## src/rtl/si_tag_serializer_if.sv

```systemverilog
// Stream interfaces around the tag serializer: a multi-lane sparse beat in, one tag per beat out.
interface si_tag_beat_if #(parameter int NUMBER_OF_WORDS = 4);
    logic                                tvalid;
    logic                                tready;
    logic [NUMBER_OF_WORDS-1:0][63:0]    tagtime;
    logic [NUMBER_OF_WORDS-1:0][5:0]     channel;
    logic [NUMBER_OF_WORDS-1:0]          tkeep;

    modport master (output tvalid, tagtime, channel, tkeep, input tready);
    modport slave  (input tvalid, tagtime, channel, tkeep, output tready);
endinterface

interface si_tag_stream_if;
    logic        tvalid;
    logic        tready;
    logic [63:0] tagtime;
    logic [5:0]  channel;
    logic        tlast;

    modport master (output tvalid, tagtime, channel, tlast, input tready);
    modport slave  (input tvalid, tagtime, channel, tlast, output tready);
endinterface

```

## src/rtl/si_tag_serializer.sv

```systemverilog
// Serializes sparse multi-lane tag beats into one tag per cycle in lane order, and forwards a
// monotonic time bound that never passes a tag still held here.
module si_tag_serializer #(
    parameter int NUMBER_OF_WORDS = 4
) (
    input  logic                 clk,
    input  logic                 rst,
    si_tag_beat_if.slave         s_axis,
    input  logic [63:0]          s_lowest_time_bound,
    si_tag_stream_if.master      m_axis,
    output logic [63:0]          lowest_time_bound
);
    localparam int N = NUMBER_OF_WORDS;

    logic [N-1:0][63:0] hold_time;
    logic [N-1:0][5:0]  hold_chan;
    logic [N-1:0]       pend;
    logic [N-1:0]       head_oh;
    logic [63:0]        head_time;
    logic [5:0]         head_chan;
    logic [63:0]        cand;
    logic               accept;
    logic               pop;

    // Lowest set bit of the remaining-lane mask is the next tag in time order.
    assign head_oh = pend & (~pend + N'(1));

    always_comb begin
        head_time = '0;
        head_chan = '0;
        for (int i = 0; i < N; i++) begin
            if (head_oh[i]) begin
                head_time = hold_time[i];
                head_chan = hold_chan[i];
            end
        end
    end

    assign m_axis.tvalid  = |pend;
    assign m_axis.tagtime = head_time;
    assign m_axis.channel = head_chan;
    assign m_axis.tlast   = (|pend) && ((pend & (pend - N'(1))) == '0);

    // Taking a new beat while the last tag pops keeps throughput at one tag per cycle.
    assign s_axis.tready  = (pend == '0) || (m_axis.tlast && m_axis.tready);

    assign accept = s_axis.tvalid && s_axis.tready;
    assign pop    = m_axis.tvalid && m_axis.tready;

    // While a tag is held, its time caps the bound; otherwise pass the upstream bound through.
    assign cand = (|pend) ? head_time : s_lowest_time_bound;

    always_ff @(posedge clk) begin
        if (rst) begin
            pend              <= '0;
            lowest_time_bound <= '0;
        end else begin
            if (accept)
                pend <= s_axis.tkeep;
            else if (pop)
                pend <= pend & ~head_oh;
            if (cand > lowest_time_bound)
                lowest_time_bound <= cand;
        end
    end

    always_ff @(posedge clk) begin
        if (accept) begin
            hold_time <= s_axis.tagtime;
            hold_chan <= s_axis.channel;
        end
    end
endmodule

```

## src/flat_wrapper.sv

```systemverilog
// flat-port wrapper written by rule: the top's interface ports become plain ports
module si_tag_serializer_flat 
#(
    parameter int NUMBER_OF_WORDS = 4
)
  (clk, rst, s_lowest_time_bound, lowest_time_bound, s_axis_tvalid, s_axis_tagtime, s_axis_channel, s_axis_tkeep, s_axis_tready, m_axis_tvalid, m_axis_tagtime, m_axis_channel, m_axis_tlast, m_axis_tready);
  si_tag_beat_if #(.NUMBER_OF_WORDS(NUMBER_OF_WORDS)) s_axis_i ();
  si_tag_stream_if m_axis_i ();
  input  logic clk;
  input  logic rst;
  input  logic [63:0] s_lowest_time_bound;
  output logic [63:0] lowest_time_bound;
  input wire logic [$bits(s_axis_i.tvalid)-1:0] s_axis_tvalid;
  input wire logic [$bits(s_axis_i.tagtime)-1:0] s_axis_tagtime;
  input wire logic [$bits(s_axis_i.channel)-1:0] s_axis_channel;
  input wire logic [$bits(s_axis_i.tkeep)-1:0] s_axis_tkeep;
  output wire logic [$bits(s_axis_i.tready)-1:0] s_axis_tready;
  output wire logic [$bits(m_axis_i.tvalid)-1:0] m_axis_tvalid;
  output wire logic [$bits(m_axis_i.tagtime)-1:0] m_axis_tagtime;
  output wire logic [$bits(m_axis_i.channel)-1:0] m_axis_channel;
  output wire logic [$bits(m_axis_i.tlast)-1:0] m_axis_tlast;
  input wire logic [$bits(m_axis_i.tready)-1:0] m_axis_tready;
  assign s_axis_i.tvalid = s_axis_tvalid;
  assign s_axis_i.tagtime = s_axis_tagtime;
  assign s_axis_i.channel = s_axis_channel;
  assign s_axis_i.tkeep = s_axis_tkeep;
  assign s_axis_tready = s_axis_i.tready;
  assign m_axis_tvalid = m_axis_i.tvalid;
  assign m_axis_tagtime = m_axis_i.tagtime;
  assign m_axis_channel = m_axis_i.channel;
  assign m_axis_tlast = m_axis_i.tlast;
  assign m_axis_i.tready = m_axis_tready;
  si_tag_serializer #(.NUMBER_OF_WORDS(NUMBER_OF_WORDS)) u_core (.clk(clk), .rst(rst), .s_axis(s_axis_i), .s_lowest_time_bound(s_lowest_time_bound), .m_axis(m_axis_i), .lowest_time_bound(lowest_time_bound));
endmodule
```

## config.mk

```make
export PLATFORM = sky130hd
export DESIGN_NAME = si_tag_serializer_flat
export DESIGN_NICKNAME = d
export VERILOG_FILES = /design/src/rtl/si_tag_serializer_if.sv /design/src/rtl/si_tag_serializer.sv /design/src/flat_wrapper.sv
export SDC_FILE = /design/constraint.sdc
export NUM_CORES = 1
export LEC_CHECK = 0
export ABC_AREA = 1
export ABC_CLOCK_PERIOD_IN_PS = 43300
export CAP_MARGIN = 10
export CORE_AREA = 2 2 193 195
export CTS_CLUSTER_DIAMETER = 80
export DETAILED_ROUTE_END_ITERATION = 10
export DIE_AREA = 0 0 195 197
export GPL_ROUTABILITY_DRIVEN = 0
export GPL_TIMING_DRIVEN = 0
export PLACE_DENSITY = 0.78
export SYNTH_ARGS = -nofsm -noshare
export SYNTH_HDL_FRONTEND = slang
export SYNTH_SLANG_ARGS = --single-unit
```

## constraint.sdc

```tcl
create_clock -name clk -period 43.3 [get_ports clk]
set_input_delay 8.66 -clock clk [delete_from_list [all_inputs] [get_ports clk]]
set_output_delay 8.66 -clock clk [all_outputs]
set_load 0.005 [all_outputs]
```

Yosys cells after proc, flatten, opt, wreduce, memory -nomap -nowiden
Index checks and enable logic that the tools add are counted.
Widths: inputs -> output; s select.
{"block": "totals", "register_bits": 348, "input_bits": 352, "out_inout_bits": 137, "elab_cells": 38}
{"block": "classes", "n_addsub": 2, "n_lt_le_gt_ge": 1, "mux": 11, "n_bitwise": 5, "reduce_logical": 9}
{"op": "$mux 64", "count": 5}
{"op": "$gt 64x64->1", "count": 1}
{"op": "$mux 6", "count": 4}
{"op": "$and 4x4->4", "count": 3}
{"op": "$logic_not 4->1", "count": 2}
{"op": "$mux 4", "count": 2}
{"op": "$not 4->4", "count": 2}
{"op": "$add 4x1->4 const B", "count": 1}
{"op": "$logic_and 1x1->1", "count": 4}
{"op": "$reduce_or 4->1", "count": 1}
{"op": "$sub 4x1->4 const B", "count": 1}
{"op": "$reduce_bool 2->1", "count": 1}
{"op": "$logic_or 1x1->1", "count": 1}

Logic depth before layout (Yosys ltp)
{"block": "depth", "ltp_word": 9, "ltp_mapped": 27}

Worst setup path after synthesis
OpenSTA, ideal clock, no wires.
{"block": "synth_path", "path_kind": "input -> register", "startpoint": "input s_axis_tvalid", "endpoint": "register u_core.hold_chan[0] (netlist bit) (enable)", "setup_time_ns": 1.002, "arrival_time_ns": 21.885, "slack_ns": 20.413, "path_stages": 1, "n_path_buf": 0, "path_cell_list": "a21boi_1"}
{"block": "synth_via", "elab_chain_cells": 1}
{"element": "start, declared", "line": "flat_wrapper.sv:13", "source": "input wire logic [$bits(s_axis_i.tvalid)-1:0] s_axis_tvalid;"}
{"element": "$logic_and 1x1->1", "line": "si_tag_serializer.sv:47", "source": "assign accept = s_axis.tvalid && s_axis.tready;"}
{"element": "end signal, assigned", "line": "si_tag_serializer.sv:70", "source": "hold_chan <= s_axis.channel;"}
{"element": "end, declared", "line": "si_tag_serializer.sv:16", "source": "logic [N-1:0][5:0] hold_chan;"}
Every way passes these cells.
A chain may end at the register's enable or synchronous reset.

Worst setup path after layout
{"block": "layout_path", "startpoint": "input m_axis_tready", "endpoint": "output s_axis_tready"}
{"block": "layout_via", "elab_chain_cells": 2}
{"element": "start, declared", "line": "flat_wrapper.sv:22", "source": "input wire logic [$bits(m_axis_i.tready)-1:0] m_axis_tready;"}
{"element": "$logic_and 1x1->1", "line": "si_tag_serializer.sv:45", "source": "assign s_axis.tready = (pend == '0) || (m_axis.tlast && m_axis.tready);"}
{"element": "$logic_or 1x1->1", "line": "si_tag_serializer.sv:45"}
{"element": "end, declared", "line": "flat_wrapper.sv:17", "source": "output wire logic [$bits(s_axis_i.tready)-1:0] s_axis_tready;"}
Every way passes these cells.

==> metrics.md <==
| Metric | Value |
|---|---|
| Synth Instances | 1389 |
| Vert. Die Dim | 197 um |
| Power Density | 81.2 mW/mm^2 |
| Internal Power | 0.00107 W |
| Status | finished, final reports clean |
| Post-CTS Repair Setup Buffers | 0 |
| RSZ-0062 raised after global routing | false |
| Clk_lat worst skew | 0.56 ns |
| Synth top area share | 56.2% |
| Post-synthesis cell type with the largest combined area | edfxtp_1 |
| Area grow syn2layout | 46.9% |
| Hold Buf Count CTS | 0 |
| Via density per instance | 5.11 |
| Post-layout net count | 2344 |
| Tcrit/Tclk final | a little over two fifths |
| Arrival time worst endpoint | about 9.9 ns |
| GR Overflow Total | 0 |
| Multi-input gate area | 0.00459 mm^2 |
| Worst-Margin Slew | 0.825 ns |
| Mapped Area | 0.0150 mm^2 |
| Placement Rows | 70 |
| DR pass1 iterations | 7 |
| Syn Area/Cell | 10.8 um^2 |
| Max Cap Violations | 0 |
| Pwr Total | around 0.0018 W |
| Fin. Hold Viols | 0 |
| Ys Warns | 0 |
| NetSw | 0.000714 W |
| Detailed Route Iter0 Violations | 661 |
| Register area share after synthesis | 65.3% |
| Clock share of power | between 10% and 20% |
| CP Launch Point | m_axis_tready |
| Syn_nets | 1805 |
| Hold WC Path Type | reg2reg |
| First-pass GRT wire length | between 70000 and 80000 um |
| IO Port Bufs | 488 |
| Yosys reg bits | 348 |
| FMAX | 53.9 MHz |
| Layout cells sized above 1 | 5.21% |
| Fill cells | 2873 |
| Worst setup margin | roughly 25 ns |
| Library cells used by synthesis | 28 |
| Final TNS setup | 0 ns |
| Relative slew slack | 45.0% |
| Top area cells in the synthesized netlist | edfxtp_1, nand2_1, dfxtp_1 |
| Sequential Power Share | between 20 and 30% |
| Leakage dissipation | between 8 and 9 nW |
| Mean routed wirelength per cell | 20.7 um |
| Maximum vdd drop | 0.0407 mV |
| Initial antenna violation count | 1 |
| Switching Fraction | 40.0% |
| Initial Util | 41.3% |
| Clock tree buffer depth | 3 |
| WL final | 50100 um |
| CP Max Fanout | 2 |
| CP endpoint kind | primary output |
| Min Tclk post-route | approximately 19 ns |
| Min-delay src | u_core.pend[3] |
| Seq. cell area | 0.00977 mm^2 |
| Gr usage total | around 26% |
| Critical path required time | 34.64 ns |
| Via count | roughly 12000 |
| Die W | between 150 and 200 um |
| Pre-CTS setup slack | 24.76 ns |
| Register clock-pin slew on the reported worst setup and hold paths | 0.06 ns |
| Fin util | 60.6% |
| Core Box Area | 0.0363 mm^2 |
| Setup CP Type | in2out |
| Gate power share | 51.3% |
| Clk_skew | 0.0141 ns |
| Post-route DRC | 0 |
| CTS sink cnt | 348 |
| H-tree levels | 2 |
| Diodes inserted | 0 |
| Pin count of the biggest net entering global routing | 32 |
| CTS resizes | 0 |
| Die ar. | approximately 0.038 mm^2 |
| CTS Buf Count | 39 |
| Setup Viol. Count Final | 0 |
| Root Buffer | clkbuf_16 |
| DRT antenna net count | 0 |
| Critical Path Source Type | input port |
| I/O Pins | 489 |
| Origin of the critical flop-to-flop path | u_core.pend[1] |
| Max-slew violations | 0 |
| CTS tree | yes |
| Number of global-route vias before repair | 12974 |
| Post-DP HPWL | between 30000 and 40000 um |
critical path, cell delays in order:
cell and delay (ns):
clkdlybuf4s50_1 0.50, nand2_1 0.11, nand2_1 0.09, clkdlybuf4s50_1 0.52
layout make-up:
type | instances | area share (%)
Multi-Input combinational cell | 898 | 20.9
Sequential cell | 348 | 44.4
Timing Repair Buffer | 498 | 23.2
Clock inverter | 23 | 1.19
Clock buffer | 48 | 4.79
Buffer | 56 | 1.33
Inverter | 87 | 1.49
Tap cell | 468 | 2.66
path summary, 6_finish.rpt:
check	to	slack (ns)	cells past startpoint
worst max-delay path	s_axis_tready	24.76	4
worst min-delay path	u_core.pend[3]	0.52	2
worst max register to register	u_core.lowest_time_bound[47]	39.27	21
worst min register to register	u_core.pend[3]	0.52	2
stage by stage:
step / cells / cell area (um^2) / hold slack, ns
CTS: 2426 / 22000 / 0.519
floorplan: 1389 / 15000 / 0.464
detailed placement: 2355 / 20700 / 0.509
global placement: 2345 / 20400 / 0.488
finish: 2426 / 22000 / 0.517
global route: 2426 / 22000 / 0.545
layer usage:
layer | track usage [%] | up-vias | wire, um
met2 | 46.3 | 563 | 25500
met3 | 6.47 | 117 | 3750
li1 | - | 5868 | -
met1 | 29.1 | 5858 | 18800
met5 | 0 | - | 15
met4 | 12.3 | 2 | 2110
cell families (layout without fill, tap and decap cells):
group / after synthesis / after routing / share of synthesized area (%)
flip-flops: 348 / 348 / 65.3
AND/OR/NAND/NOR: 657 / 657 / 17.7
buffers and inverters: 143 / 712 / 4.14
adder cells (fa/ha/maj): 64 / 64 / 5.35
AO/OA/AOI/OAI: 177 / 177 / 7.55
flip-flops by register name, indices dropped and copies added, names as in the netlist:
| register | cells |
|---|---|
| u_core.lowest_time_bound | 64 |
| u_core.hold_time | 256 |
| u_core.hold_chan | 24 |
| u_core.pend | 4 |
Yosys cell counts:
cell and instances:
a21boi_1 1, a21o_1 1, a21oi_1 98, a22o_1 61, a31oi_1 2, buf_2 12, buf_6 9, clkbuf_1 35
dfxtp_1 68, edfxtp_1 280, ha_1 64, inv_1 84, inv_2 3, nand2_1 418, nand2_2 1, nand2_4 2
nand3_1 72, nand3b_1 1, nand4_1 14, nand4_4 1, nor2_1 143, nor2_2 1, nor2_4 1, nor3_1 1
nor3_2 1, nor4_1 1, o21a_1 3, o21ai_0 11
placed cells by master (no fill, tap or decap), types with 9 or more instances in the layout:
cell type and instances:
ha_1 64, buf_6 9, buf_2 12, clkbuf_1 42, clkdlybuf4s50_1 488, a22o_1 61
nor2_1 143, nand4_1 14, nand3_1 72, inv_1 84, edfxtp_1 280, a21oi_1 98
nand2_1 418, o21ai_0 11, dfxtp_1 68, clkbuf_16 41
power by group through the flow:
stage,Clock (W),Combinational (W),Sequential (W)
final,0.000343,0.000917,0.000526
after global routing,0.000362,0.00102,0.000534
after CTS,0.000349,0.000925,0.000526
after detailed placement,0,0.000917,0.000532
after global placement,0,0.000866,0.000612
after floorplan,0,0.000516,0.000583
(Power assumes the default switching activity.)
